$ cat src/rtl/decode_issue_scoreboard_pkg.sv
// Shared types and sizing for the decode issue scoreboard.
// Optional same-cycle writeback bypass of source hazards: SCOREBOARD_WB_BYPASS_EN.
package decode_issue_scoreboard_pkg;

   localparam int unsigned REGISTER_DEPTH = 32;
   localparam int unsigned MAX_INFLIGHT   = 4;
   localparam int unsigned FLUSH_CYCLES   = 2;

   localparam int unsigned IDX_W  = $clog2(REGISTER_DEPTH);
   localparam int unsigned CNT_W  = $clog2(MAX_INFLIGHT + 1);
   localparam int unsigned FCNT_W = $clog2(FLUSH_CYCLES + 1);

   typedef logic [IDX_W-1:0] reg_index_t;
   typedef logic [CNT_W-1:0] cnt_t;

   typedef enum logic [1:0] {
      RUN,
      STALL,
      FLUSH
   } scoreboard_state_t;

endpackage

$ cat src/rtl/decode_issue_scoreboard_counter_bank.sv
// Per-register pending-write counters plus the in-flight total.
// Register 0 is never tracked; a same-cycle increment and decrement of one register cancel.
module decode_issue_scoreboard_counter_bank
   import decode_issue_scoreboard_pkg::*;
(
   input  logic                      clk,
   input  logic                      rst,
   input  logic                      clr_i,
   input  logic                      inc_i,
   input  reg_index_t                inc_idx_i,
   input  logic                      dec_i,
   input  reg_index_t                dec_idx_i,
   output cnt_t                      cnt_o [REGISTER_DEPTH],
   output cnt_t                      total_o,
   output logic [REGISTER_DEPTH-1:0] busy_mask_o
);

   cnt_t cnt_q [REGISTER_DEPTH];
   cnt_t cnt_d [REGISTER_DEPTH];
   cnt_t total_q, total_d;
   logic inc_ok, dec_ok;

   assign inc_ok = inc_i && (inc_idx_i != '0);
   assign dec_ok = dec_i && (dec_idx_i != '0);

   always_comb begin : next_counts
      cnt_d   = cnt_q;
      total_d = total_q;
      if (clr_i) begin
         for (int i = 0; i < int'(REGISTER_DEPTH); i++) cnt_d[i] = '0;
         total_d = '0;
      end else begin
         if (inc_ok) cnt_d[inc_idx_i] = cnt_d[inc_idx_i] + CNT_W'(1);
         if (dec_ok) cnt_d[dec_idx_i] = cnt_d[dec_idx_i] - CNT_W'(1);
         total_d = total_q + CNT_W'(inc_ok) - CNT_W'(dec_ok);
      end
   end

   always_ff @(posedge clk or negedge rst) begin
      if (!rst) begin
         for (int i = 0; i < int'(REGISTER_DEPTH); i++) cnt_q[i] <= '0;
         total_q <= '0;
      end else begin
         cnt_q   <= cnt_d;
         total_q <= total_d;
      end
   end

   always_comb begin : busy_bits
      busy_mask_o = '0;
      for (int i = 1; i < int'(REGISTER_DEPTH); i++) busy_mask_o[i] = (cnt_q[i] != '0);
   end

   assign cnt_o   = cnt_q;
   assign total_o = total_q;

endmodule

$ cat src/rtl/decode_issue_scoreboard.sv
// Decode-to-execute issue controller: register hazard scoreboard, RUN/STALL/FLUSH sequencing, stall perf counter.
// Define SCOREBOARD_WB_BYPASS_EN to let a same-cycle writeback release a source hazard without a bubble.
module decode_issue_scoreboard
   import decode_issue_scoreboard_pkg::*;
(
   input  logic                      clk,
   input  logic                      rst,
   input  logic                      issue_valid,
   output logic                      issue_ready,
   input  reg_index_t                issue_rs1,
   input  reg_index_t                issue_rs2,
   input  reg_index_t                issue_rd,
   input  logic                      issue_rs1_used,
   input  logic                      issue_rs2_used,
   input  logic                      issue_rd_write,
   input  logic                      execute_ready,
   input  logic                      wb_valid,
   input  reg_index_t                wb_rd,
   input  logic                      flush,
   output logic                      stall,
   output logic [REGISTER_DEPTH-1:0] busy_mask,
   output logic [31:0]               stall_cycles,
   output logic                      wb_underflow
);

   scoreboard_state_t state_q, state_d;
   logic [FCNT_W-1:0] fcnt_q, fcnt_d;
   logic [31:0]       stall_cycles_q, stall_cycles_d;
   logic              wb_underflow_q, wb_underflow_d;

   cnt_t cnt [REGISTER_DEPTH];
   cnt_t total;
   logic rs1_busy_c, rs2_busy_c, rd_full_c, hazard_c;
   logic fire_c, wb_live_c, inc_c, dec_c;

   decode_issue_scoreboard_counter_bank u_scoreboard_counter_bank (
      .clk         (clk),
      .rst         (rst),
      .clr_i       (flush),
      .inc_i       (inc_c),
      .inc_idx_i   (issue_rd),
      .dec_i       (dec_c),
      .dec_idx_i   (wb_rd),
      .cnt_o       (cnt),
      .total_o     (total),
      .busy_mask_o (busy_mask)
   );

   // Source operands are busy while any write to them is still pending.
   always_comb begin : src_check
      rs1_busy_c = issue_rs1_used && (issue_rs1 != '0) && (cnt[issue_rs1] != '0);
      rs2_busy_c = issue_rs2_used && (issue_rs2 != '0) && (cnt[issue_rs2] != '0);
`ifdef SCOREBOARD_WB_BYPASS_EN
      if (wb_valid && (wb_rd == issue_rs1) && (cnt[issue_rs1] == CNT_W'(1))) rs1_busy_c = 1'b0;
      if (wb_valid && (wb_rd == issue_rs2) && (cnt[issue_rs2] == CNT_W'(1))) rs2_busy_c = 1'b0;
`endif
   end

   assign rd_full_c = issue_rd_write && (issue_rd != '0) &&
                      ((cnt[issue_rd] == CNT_W'(MAX_INFLIGHT)) || (total == CNT_W'(MAX_INFLIGHT)));
   assign hazard_c    = rs1_busy_c || rs2_busy_c || rd_full_c || !execute_ready;
   assign issue_ready = rst && (state_q != FLUSH) && !hazard_c;
   assign fire_c      = issue_valid && issue_ready;

   // Flush wins over both issue and writeback; FLUSH state swallows writebacks.
   assign wb_live_c = wb_valid && (wb_rd != '0) && (state_q != FLUSH) && !flush;
   assign inc_c     = fire_c && issue_rd_write && (issue_rd != '0) && !flush;
   assign dec_c     = wb_live_c && (cnt[wb_rd] != '0);

   always_comb begin : fsm_next
      state_d = state_q;
      fcnt_d  = fcnt_q;
      if (flush) begin
         state_d = FLUSH;
         fcnt_d  = FCNT_W'(FLUSH_CYCLES - 1);
      end else begin
         unique case (state_q)
            RUN:     if (issue_valid && !issue_ready) state_d = STALL;
            STALL:   if (issue_ready || !issue_valid) state_d = RUN;
            FLUSH: begin
               if (fcnt_q == '0) state_d = RUN;
               else              fcnt_d  = fcnt_q - FCNT_W'(1);
            end
            default: state_d = RUN;
         endcase
      end
   end

   always_comb begin : perf_next
      stall_cycles_d = stall_cycles_q;
      wb_underflow_d = wb_underflow_q || (wb_live_c && (cnt[wb_rd] == '0));
      if ((state_q == STALL) && (stall_cycles_q != 32'hFFFF_FFFF))
         stall_cycles_d = stall_cycles_q + 32'd1;
   end

   always_ff @(posedge clk or negedge rst) begin
      if (!rst) begin
         state_q        <= RUN;
         fcnt_q         <= '0;
         stall_cycles_q <= '0;
         wb_underflow_q <= 1'b0;
      end else begin
         state_q        <= state_d;
         fcnt_q         <= fcnt_d;
         stall_cycles_q <= stall_cycles_d;
         wb_underflow_q <= wb_underflow_d;
      end
   end

   assign stall        = (state_q == STALL);
   assign stall_cycles = stall_cycles_q;
   assign wb_underflow = wb_underflow_q;

endmodule
$ cat config.mk
export PLATFORM = sky130hd
export DESIGN_NAME = decode_issue_scoreboard
export DESIGN_NICKNAME = d
export VERILOG_FILES = /design/src/rtl/decode_issue_scoreboard_pkg.sv /design/src/rtl/decode_issue_scoreboard_counter_bank.sv /design/src/rtl/decode_issue_scoreboard.sv
export SDC_FILE = /design/constraint.sdc
export NUM_CORES = 1
export LEC_CHECK = 0
export CORE_MARGIN = 1
export CORE_UTILIZATION = 39
export DETAILED_ROUTE_END_ITERATION = 10
export HOLD_SLACK_MARGIN = 0.12
export PLACE_DENSITY = 0.62
export SLEW_MARGIN = 20
export SYNTH_ARGS = -nofsm -noshare
export SYNTH_HDL_FRONTEND = slang
export SYNTH_SLANG_ARGS = --single-unit
export TNS_END_PERCENT = 100
$ cat constraint.sdc
create_clock -name clk -period 5 [get_ports clk]
set_input_delay 0.5 -clock clk [delete_from_list [all_inputs] [get_ports clk]]
set_output_delay 0.5 -clock clk [all_outputs]
set_load 0.01 [all_outputs]
* Yosys cells after proc, flatten, opt, wreduce, memory -nomap -nowiden
Cells that the tools add are included.
Storage, ports and cells: word-level logic and storage cells 175, bits of input ports 29, register bits after elaboration 136
Cells by class: eq/ne operators 10, multiplexer cells 34, $add $sub $neg 6, order comparisons 6, reduce and logical (&&, ||, !) cells 78, bitwise gates (word level) 4
Operators by type and width (count):
- $mux 96 | 4
- $bwmux 96 | 2
- $reduce_bool 3->1 | 34
- $bmux 3 s5 | 5
- $mux 3 | 13
- $add 32x1->32 const B | 1
- $ne 32x32->1 const B | 1
- $demux 3 s5 | 2
- $ge 6x6->1 const B | 4
- $not 5->6 | 4
- $logic_and 1x1->1 | 23
- $reduce_bool 5->1 | 4
- $mux 2 | 7
- $lt 6x1->1 const B | 2
- $eq 3x3->1 const B | 2
- $logic_or 1x1->1 | 6
- $ne 3x3->1 const B | 2
- $pmux 2 s3 | 1
- $logic_not 1->1 | 5
- $logic_not 2->1 | 2
- $ne 2x2->1 const B | 2
- $add 3x1->3 | 1
- $add 3x1->3 const B | 1
- $logic_not 3->1 | 1
- 9 further kinds | 9

* Longest topological paths before layout
Gate-level depths: netlist (run 1).
word-level depth 25, mapped depth 26, mapped depth without buffers 19

* Hierarchy
From an unflattened synthesis (run 1), not the netlist that was laid out.
Second synthesis, totals: cells, all modules 1297, area, all modules 11318.4 µm²
Modules (own cells, without submodules):
- decode_issue_scoreboard_counter_bank | instances 1, cells an instance 906, area each 7917.6 µm², seq. area each 2477.4 µm²
- decode_issue_scoreboard | instances 1, cells an instance 391, area each 3400.8 µm², seq. area each 925.9 µm²

* Worst setup path before layout (run 1)
Ideal clock, no wire load.
kind input port to flip-flop, start point input port issue_rd[0], end point register u_scoreboard_counter_bank.cnt_q (netlist bit u_scoreboard_counter_bank.cnt_o[83]), setup slack -0.839 ns, cell stages on the path 23, arrival time 5.747 ns, path buffers 7, required time 4.908 ns, setup time 0.092 ns, path through buf_2 > buf_1 > clkbuf_1 > mux4_2 > a22oi_1 > and4_1 > ha_1 > nand4_1 > and2_1 > clkbuf_1 > buf_2 > nand3_2 > mux2_2 > a2111oi_0 > o32a_1 > o311a_1 > buf_4 > and2_1 > ha_1 > nor2b_1 > mux2i_2 > buf_6 > o31ai_2
RTL lines:
- from (decl) | RTL line decode_issue_scoreboard.sv:12 | input reg_index_t issue_rd,
- to (signal assigned) | RTL line decode_issue_scoreboard_counter_bank.sv:44 | cnt_q <= cnt_d;
- to (decl) | RTL line decode_issue_scoreboard_counter_bank.sv:18 | cnt_t cnt_q [REGISTER_DEPTH];

==> results by stage, run 1 <==
CTS:
- The clock net in this run drives a total of 136 sinks.
- After clock tree synthesis, the clock-pin slew on the worst setup and hold paths is 0.08 ns.
- The number of clock buffers inserted by TritonCTS is 17.
- The maximum buffer depth of the clock tree is 2.
- The later pin in the worst-skew pair is clocked with a latency of 0.45 ns.
- In this run the number of H-tree levels came out at 4.
- The cell at the root of the clock tree is sky130_fd_sc_hd__clkbuf_16.
- The clock tree from TritonCTS is done.

Route:
- In the routed design, unresolved DRC markers number 13.
- After the first detailed-routing iteration, the DRC count stood at 1273.
- After detailed routing, the average wire length per cell comes to 25.3 µm.
- The post-detailed-route via-to-cell ratio is 6.10.
- The number of search-and-repair iterations in the first detailed-routing pass is 9.
- The final route contains 10766 vias.
- The final routed wirelength across all metal layers is 44700 µm.
- The detail route stage leaves a number of antenna-violating nets equal to 0.

Logic synthesis:
- The post-synth net total is 1148.
- The unique cell type count in the Yosys netlist is slightly above 70.
- The top cell type's share of synthesized area is 32.5%.
- During synthesis, Yosys emitted a total of 0 warnings.
- The number of standard cells after synthesis is 1111.
- In the synthesized netlist the dominant register cell turns out to be sky130_fd_sc_hd__dfrtp_1.
- The portion of netlist area occupied by mux cells is 23.6%.
- The synthesized design contains 0 enable-type register cells.
- The flop and latch count out of synthesis is 136.
- The fraction of registers with async set or reset after synthesis is 100%.
- The area of the mapped netlist is 10500 µm².
- The synthesized netlist devotes 12.9% of its cell area to compound gates.
- The largest total area in the synthesized netlist belongs to sky130_fd_sc_hd__dfrtp_1.
- Sorting the synthesized cells by area gives the leading types as sky130_fd_sc_hd__dfrtp_1 33%, sky130_fd_sc_hd__mux2i_1 9.9%, sky130_fd_sc_hd__mux4_2 9.0%.
- The sequential element share of the synthesized area is 32.5%.
- Of the total synthesized cell area, the portion taken by XOR and XNOR cells is 2.93%.
- The arithmetic-cell share of the synthesized area counting full adders, half adders and majority gates is 1.03%.
- The combinational family with the most area after synthesis is multiplexers.
- Each instance of the synthesized netlist takes up on average about 9.4 µm².
- The most common cell in the synthesized netlist is sky130_fd_sc_hd__dfrtp_1.
- The simple-gate share of the synthesized area is 21.8%.
- After synthesis, the most frequently instantiated cells are 136 x sky130_fd_sc_hd__dfrtp_1, 103 x sky130_fd_sc_hd__mux2i_1, 99 x sky130_fd_sc_hd__nor2_1, 97 x sky130_fd_sc_hd__nand2_1, 65 x sky130_fd_sc_hd__nor3_1.

STA:
- In this run the tightest slew margin relative to its limit is 23.3%.
- Setup violations remaining at the end of the flow were counted as 0.
- The final number of max-transition violations is 0.
- Setup repair after global routing could not meet its margin everywhere.
- The shortest period the worst path allows is 4.99 ns.
- The actual slew at the worst max-slew pin is 1.14 ns.
- The total count of hold-check failures in the final report is 0.
- Across the routed clock network, the largest skew measured is 0.0139 ns.
- The worst hold slack after final layout is approximately 0.44 ns.
- The worst path uses 99.9% of the clock period.
- Timing would allow up to 200 MHz.

Place:
- Once placement completed, the tool counted placed cells totaling 1710.
- The placed instances occupy a cell area of between 10000 and 15000 µm².
- The routability congestion estimate is 1.04.
- Detailed placement finished with a half-perimeter wire length of roughly 33000 µm.
- The port buffer count is between 90 and 100.

Setup path:
- STA puts the critical path data arrival time at 5.32 ns.
- The sort of element at the start of the critical path is a flop.
- Measured in cells, the most critical reg-to-reg path has a length of 18.
- The startpoint of the worst-slack reg-to-reg timing path is u_scoreboard_counter_bank.cnt_o[51].
- Setup slack on the worst reg-to-reg path comes out at around 0.0074 ns.
- The maximum fanout count along the critical path is 11.
- STA classifies the critical path endpoint as a flop.
- The cell repeated most along the worst path is sky130_fd_sc_hd__mux2i_1.
- The required time of the critical path is 5.32 ns.
- In this design, the stage delay of the slowest critical-path cell is 0.67 ns.
- Traced cell by cell, the critical path runs through nor3_1 -> mux2i_1 -> o221ai_1 -> a21oi_1 -> o311ai_4 -> nand3_4 -> nor3_4 -> nand4_1 -> mux2i_1 -> mux4_2 -> a22oi_1 -> and3_4 -> nand3_2 -> ha_4 -> nor2b_4 -> mux2i_4 -> bufbuf_16 -> o21ai_2.
- The endpoint of the worst register-to-register path is u_scoreboard_counter_bank.cnt_o[77].
- The kind of critical path is reg2reg.
- The largest individual stage delay along the critical path comes from the cell sky130_fd_sc_hd__nor3_1.

Floorplanning:
- The full die area is 27500 µm².
- Pin placement for this block handled 96 I/O pins.
- In this run the core area contains 59 standard-cell rows.
- The die span in x is 166 µm.
- Measured along the y axis, the die boundary spans between 150 and 200 µm.
- After floorplanning, the core was sized to cover ~26000 µm².
- Once the floorplan was initialized, standard cells occupied 39.9% of the core.

Power and ir drop:
- Power spread over the standard cell area amounts to 212 nW/µm².
- Across the VDD grid, the largest voltage drop is 0.000152 V.
- The overall power after layout is 3.12 mW.
- Summed over all cells, the static leakage comes to 6.59 nW.

Final layout:
- The finished cells cover 14700 µm².
- The final cell count without fillers is 1764.
- The layout-stage area growth over the synthesis result is 40.4%.
- The net count of the finished layout is ~1500.
- Cells fill 56.0% of the core in the end.
- The filler cells instantiated in the layout total approximately 2300.
- Across the whole layout, storage elements account for 3400 µm².
- 0 antenna diodes ended up in the layout.
- The share of post-route cells with drive strength above 1 is between 30% and 40%.
- The multi-input combinational cells in the finished layout cover a total of 6850 µm².

Global routing:
- The via count of the first global-routing pass is 10563.
- The pin count of the biggest net entering global routing is 95.
- For this run, the total global-route usage over all layers was measured as roughly a third.
- The initial antenna violation count came to 0.
- The wire length of the first global-routing pass is 67200 µm.
- After global routing the overflow that remains totals 0.

Run:
- Across the run, the number of max-cap violations was 0.

Hold path:
- The class of the tightest hold or removal check is in2async.

Status:
- The run finished, with violations left.
- The checks that failed: design-rule violations.
## area by class of cell
| type | instances | share of cell area [%] |
|---|---|---|
| Tap cell | 335 | 2.85 |
| Timing Repair Buffer | 367 | 22.2 |
| Sequential cell | 136 | 23.2 |
| Inverter | 45 | 1.15 |
| Clock inverter | 15 | 1.05 |
| Multi-Input combinational cell | 849 | 46.7 |
| Clock buffer | 17 | 2.90 |
## power by group
part           switching [mW]  internal [mW]  total (mW)  leakage [nW]
logic                   0.380          0.283       0.662          4.42
registers              0.0200           1.12        1.14          1.89
clock network           0.606          0.706        1.31         0.282
## cells by family after synthesis
group | Yosys count
adder cells (fa/ha/maj) | 8
multiplexers | 188
AO/OA/AOI/OAI | 182
XOR/XNOR | 35
flip-flops | 136
other | 1
AND/OR/NAND/NOR | 435
buffers and inverters | 126
## state kept, by name, indices dropped and copies added (netlist names)
register,count
u_scoreboard_counter_bank.total_o,3
stall_cycles,32
fcnt_q,2
state_q,2
u_scoreboard_counter_bank.cnt_o,96
wb_underflow,1
## worst max-delay path by stage
stage,end,cells past startpoint,from,slack [ns]
2_1_floorplan,u_scoreboard_counter_bank.cnt_o[83],24,issue_rd[0],0.01
3_3_place_gp,u_scoreboard_counter_bank.cnt_o[53],18,issue_rd[4],-0.91
3_5_place_dp,u_scoreboard_counter_bank.cnt_o[35],18,issue_rd[4],-0.90
4_1_cts,u_scoreboard_counter_bank.cnt_o[41],22,u_scoreboard_counter_bank.cnt_o[26],0.03
5_1_grt,u_scoreboard_counter_bank.cnt_o[29],19,u_scoreboard_counter_bank.cnt_o[51],-0.11
6_report,u_scoreboard_counter_bank.cnt_o[77],18,u_scoreboard_counter_bank.cnt_o[51],0.007
## worst max-delay path: cells and delay by family (launching register included)
family                   cells  cell delay [ns]
flip-flops                   1             0.43
multiplexers                 4             1.17
buffers and inverters        1             0.35
AO/OA/AOI/OAI                5             0.90
adder cells (fa/ha/maj)      1             0.19
AND/OR/NAND/NOR              7             1.81
## timing repair
action,4_1_cts,5_1_grt
cloned,2,1
gates resized for setup,28,35
hold buffers,1,0
setup endpoints to repair,66,62
pin swaps,10,9
buffers inserted,6,11
hold endpoints to repair,15,0
## cells in the final DEF (no fill, tap or decap), types with 9 or more instances in the layout
master	netlist	final
sky130_fd_sc_hd__buf_12	0	14
sky130_fd_sc_hd__or3_1	11	10
sky130_fd_sc_hd__dfrtp_1	136	136
sky130_fd_sc_hd__a211oi_1	17	17
sky130_fd_sc_hd__nand2b_1	9	9
sky130_fd_sc_hd__mux4_2	42	42
sky130_fd_sc_hd__buf_4	6	251
sky130_fd_sc_hd__inv_1	44	43
sky130_fd_sc_hd__a22oi_1	16	15
sky130_fd_sc_hd__and2_1	14	13
sky130_fd_sc_hd__mux2_2	40	40
sky130_fd_sc_hd__nand2_1	97	95
sky130_fd_sc_hd__o21a_1	21	21
sky130_fd_sc_hd__a21oi_1	21	21
sky130_fd_sc_hd__nand4_1	12	12
sky130_fd_sc_hd__clkdlybuf4s50_1	0	86
sky130_fd_sc_hd__and3_1	22	20
sky130_fd_sc_hd__nand3_1	37	35
sky130_fd_sc_hd__nor2b_1	14	13
sky130_fd_sc_hd__nor3_1	65	54
sky130_fd_sc_hd__o21ai_0	26	25
sky130_fd_sc_hd__o21ai_2	25	25
sky130_fd_sc_hd__nor2_1	99	97
sky130_fd_sc_hd__xnor2_1	27	26
sky130_fd_sc_hd__mux2i_1	103	98
sky130_fd_sc_hd__clkbuf_16	0	18
sky130_fd_sc_hd__a32o_1	9	9
## stage by stage
stage	worst slack (ns)	TNS [ns]
floorplan	0.0104	0
global placement	-0.910	-48.91
detailed placement	-0.895	-47.50
CTS	0.0257	0
global route	-0.105	-2.37
finish	0.00743	0
## metal layers
layer	up-vias	global-route usage, %	share of wire [%]
met3	132	7.27	9.4
met5	-	0	0
met4	0	13.7	4.4
met1	5327	42.8	41
li1	4689	-	-
met2	618	52.2	45
Note: power is estimated with default switching activity, not from simulation.
==> inputs of run 2 (changes only) <==
--- a/config.mk
+++ b/config.mk
@@ -7,6 +7,7 @@
 export LEC_CHECK = 0
 export CORE_MARGIN = 1
 export CORE_UTILIZATION = 39
+export CTS_CLUSTER_SIZE = 28
 export DETAILED_ROUTE_END_ITERATION = 10
 export HOLD_SLACK_MARGIN = 0.12
 export PLACE_DENSITY = 0.62
==> results of run 2 <==
The final DEF is identical to that of run 1; final timing and power are the same.
==> inputs of run 3 (changes only) <==
--- a/config.mk
+++ b/config.mk
@@ -11,6 +11,7 @@
 export DETAILED_ROUTE_END_ITERATION = 10
 export HOLD_SLACK_MARGIN = 0.12
 export PLACE_DENSITY = 0.62
+export SKIP_CTS_REPAIR_TIMING = 1
 export SLEW_MARGIN = 20
 export SYNTH_ARGS = -nofsm -noshare
 export SYNTH_HDL_FRONTEND = slang
==> run 3 against run 2 <==
The run still ends with design-rule violations left. Fmax increased by 1.2%. Hold slack gained 0.0033 ns. Sequential power is essentially flat. Largest power group unchanged.
==> results by stage, run 3 (synthesis results as in run 1) <==
Power and ir drop:
- The overall power after layout is 3.12 mW (about the same).
- The ratio of total power to cell area was 213 nW/µm² (was 212 nW/µm²).
- The total leakage power is 6.62 nW (was 6.59 nW).
- The worst ir drop on vdd came to 0.000160 V (was 0.000152 V).

Status:
- Result of the run: finished, violations left (unchanged).
- Violated checks: design-rule violations (unchanged).

Setup path:
- The kind of critical path is reg2reg (unchanged).
- The delay of the slowest cell on the worst path is 0.59 ns (was 0.67 ns).
- The worst endpoint data arrival time came to 5.26 ns (was 5.32 ns).
- The kind of capture point of the worst setup path is a flop (unchanged).
- The launching instance or port of the critical path is u_scoreboard_counter_bank.cnt_o[49] (was u_scoreboard_counter_bank.cnt_o[51]).
- The sort of element at the start of the critical path is a flop (unchanged).
- The required time of the critical path is 5.32 ns (about the same).
- The critical-path cell with the highest stage delay was sky130_fd_sc_hd__nor3_1 (unchanged).
- The startpoint of the worst-slack reg-to-reg timing path is u_scoreboard_counter_bank.cnt_o[49] (was u_scoreboard_counter_bank.cnt_o[51]).
- CP cell instances: nor3_1 -> buf_4 -> mux4_2 -> nand2_1 -> a31oi_1 -> nand3_4 -> buf_8 -> buf_6 -> nor4_4 -> mux2i_1 -> mux4_2 -> a22oi_2 -> buf_4 -> nand3_2 -> ha_4 -> nor2b_4 -> mux2i_4 -> buf_12 -> clkbuf_16 -> o21ai_2 (was nor3_1 -> mux2i_1 -> o221ai_1 -> a21oi_1 -> o311ai_4 -> nand3_4 -> nor3_4 -> nand4_1 -> mux2i_1 -> mux4_2 -> a22oi_1 -> and3_4 -> nand3_2 -> ha_4 -> nor2b_4 -> mux2i_4 -> bufbuf_16 -> o21ai_2).
- The maximum fanout count along the critical path is 9 (was 11).

Final layout:
- The filler cell count came to 2328 (was 2339).
- The flip-flop count of the largest register after layout came to 96 (unchanged).
- The finished layout cell area is 14700 µm² (about the same).
- The combined flip-flop and latch cell area was 3400 µm² (unchanged).
- Top library cells by usage in the layout, fill and taps aside: 249 x sky130_fd_sc_hd__buf_4, 136 x sky130_fd_sc_hd__dfrtp_1, 99 x sky130_fd_sc_hd__nor2_1, 99 x sky130_fd_sc_hd__mux2i_1, 95 x sky130_fd_sc_hd__nand2_1 (was 251 x sky130_fd_sc_hd__buf_4, 136 x sky130_fd_sc_hd__dfrtp_1, 98 x sky130_fd_sc_hd__mux2i_1).
- The multi-input gate area in the final layout is 6830 µm² (was 6850 µm²).
- The antenna cell count is 0 (unchanged).
- The final net count is 1453 (unchanged).
- The share of post-route cells with drive strength above 1 was 34.1% (unchanged).
- The most frequent standard cell in the layout excluding fill and tap cells is sky130_fd_sc_hd__buf_4 (unchanged).
- The layout-stage area growth over the synthesis result is 40.3% (was 40.4%).

STA:
- Unrepaired setup endpoints after global routing: yes (unchanged).
- The total count of hold-check failures in the final report is 0 (unchanged).
- The post-route fraction of the period consumed by the critical path is 98.7% (was 99.9%).
- The maximum clock skew at final layout is 0.0155 ns (was 0.0139 ns).
- The minimum setup slack in the final design is 0.0659 ns (was 0.00743 ns).
- The headroom to the max-slew limit is 25.2% (was 23.3%).
- The worst hold slack after final layout came to 0.440 ns (was 0.437 ns).
- The final number of max-transition violations is 0 (unchanged).
- The number of setup violations in the final report is 0 (unchanged).
- The fmax was 203 MHz (was 200 MHz).
- The shortest period the worst path allows is 4.93 ns (was 4.99 ns).
- The actual slew at the worst max-slew pin is 1.12 ns (was 1.14 ns).

Floorplanning:
- The site row count is 59 (unchanged).
- The count of boundary I/O pins is 96 (unchanged).
- The full die area is 27500 µm² (unchanged).
- The height of the chip came to 166 µm (unchanged).
- The die span in x is 166 µm (unchanged).
- The initial core utilization came to 39.9% (unchanged).
- The area of the core is 26200 µm² (unchanged).

Place:
- The routability congestion estimate came to 1.04 (unchanged).
- The worst slack at placement is -0.895 ns (unchanged).
- The port buffer count came to 94 (unchanged).
- The post-detailed-placement half-perimeter wirelength was 32800 µm (unchanged).
- The instance area at placement is 13500 µm² (unchanged).

Route:
- The final routed wirelength across all metal layers is 44800 µm (was 44700 µm).
- The total DRC errors in the routed layout is 13 (unchanged).
- The number of design-rule violations left by the first detailed-router iteration came to 1238 (was 1273).
- The number of search-and-repair iterations in the first detailed-routing pass came to 8 (was 9).
- The wire length per cell was 25.4 µm (was 25.3 µm).
- The via count is 10672 (was 10766).
- The post-detailed-route via-to-cell ratio is 6.05 (was 6.10).
- The count of antenna-violating nets left after detailed routing is 0 (unchanged).

Global routing:
- The wire length of the first global-routing pass came to 66500 µm (was 67200 µm).
- The pin count of the biggest net entering global routing is 95 (unchanged).
- The initial antenna violation count is 1 (was 0).
- The combined global-route utilization of all metal layers is 32.2% (was 32.7%).
- The total global routing overflow is 0 (unchanged).
- The via count of the first global-routing pass is 10471 (was 10563).

CTS:
- The maximum buffer depth of the clock tree is 2 (unchanged).
- The number of clock buffers inserted by TritonCTS is 17 (unchanged).
- The CTS sink count was 136 (unchanged).
- The cell at the root of the clock tree was sky130_fd_sc_hd__clkbuf_16 (unchanged).
- The worst-skew pair later-pin latency is 0.45 ns (about the same).
- The clock tree from TritonCTS is done (unchanged).
- The H-tree depth is 4 (unchanged).
- The clock-pin slew of the registers on the worst-case setup and hold paths is 0.08 ns (about the same).

Run:
- The max capacitance violation total is 0 (unchanged).

Hold path:
- The class of the tightest hold or removal check is in2async (unchanged).
==> run 3: cell count changes in the layout (fill, tap and decap cells not counted), moves of 2 or more <==
cell / change
sky130_fd_sc_hd__dlygate4sd2_1: -2
sky130_fd_sc_hd__nor3_2: +2
sky130_fd_sc_hd__nor2_2: -2
sky130_fd_sc_hd__nor3_1: -2
sky130_fd_sc_hd__nor2_1: +2
sky130_fd_sc_hd__nand3_4: -2
sky130_fd_sc_hd__bufbuf_16: -2
sky130_fd_sc_hd__clkbuf_16: +2
sky130_fd_sc_hd__dlymetal6s2s_1: +3
sky130_fd_sc_hd__buf_4: -2
sky130_fd_sc_hd__o31ai_2: +2
==> run 3: power by group <==
part	switching [mW]	internal [mW]	total, mW	leakage, nW
Clock	0.604	0.706	1.31	0.282
Combinational	0.384	0.285	0.669	4.45
Sequential	0.0197	1.12	1.14	1.89
Total	1.01	2.11	3.12	6.62
==> run 3: per-stage QoR <==
step | util, % | instances | TNS, ns
2_1_floorplan | - | 1111 | 0
4_1_cts | 53.8 | 1742 | -45.03
3_5_place_dp | 51.6 | 1710 | -47.50
5_1_grt | 56.0 | 1764 | -0.331
6_report | 56.0 | 1764 | 0
3_3_place_gp | 51.6 | 1710 | -48.91
==> run 3: cell type report <==
class	count	area share, %
multi-input combinational	849	46.5
sequential	136	23.2
timing repair buffer	367	22.3
clock buffer	17	2.90
tap	335	2.86
inverter	45	1.15
clock inverter	15	1.05
==> run 3: worst paths after layout <==
| path | end | slack, ns | cells after the start |
|---|---|---|---|
| min | stall_cycles[23] | 0.44 | 2 |
| min in group clk | wb_underflow | 0.47 | 1 |
| max reg2reg | u_scoreboard_counter_bank.cnt_o[71] | 0.07 | 20 |
| min reg2reg | wb_underflow | 0.47 | 1 |
| max in group asynchronous | u_scoreboard_counter_bank.cnt_o[76] | 3.62 | 4 |
| max | u_scoreboard_counter_bank.cnt_o[71] | 0.07 | 20 |
==> run 3: layer usage <==
layer | vias up | routed length, µm | global-route usage [%] | part of all wire [%]
met5 | - | 0 | 0 | 0
met4 | 0 | 2150 | 14.0 | 4.8
met3 | 140 | 4430 | 7.48 | 9.9
met2 | 610 | 20100 | 51.1 | 45
met1 | 5237 | 18100 | 42.2 | 40
li1 | 4685 | - | - | -
==> run 3: worst max-delay path, delay by kind of cell (launching register included) <==
family | cells | cell delay, ns
flops | 1 | 0.42
fa+ha+maj | 1 | 0.19
buf+inv | 6 | 1.08
simple gates | 6 | 1.48
mux | 4 | 1.07
compound gates | 3 | 0.56
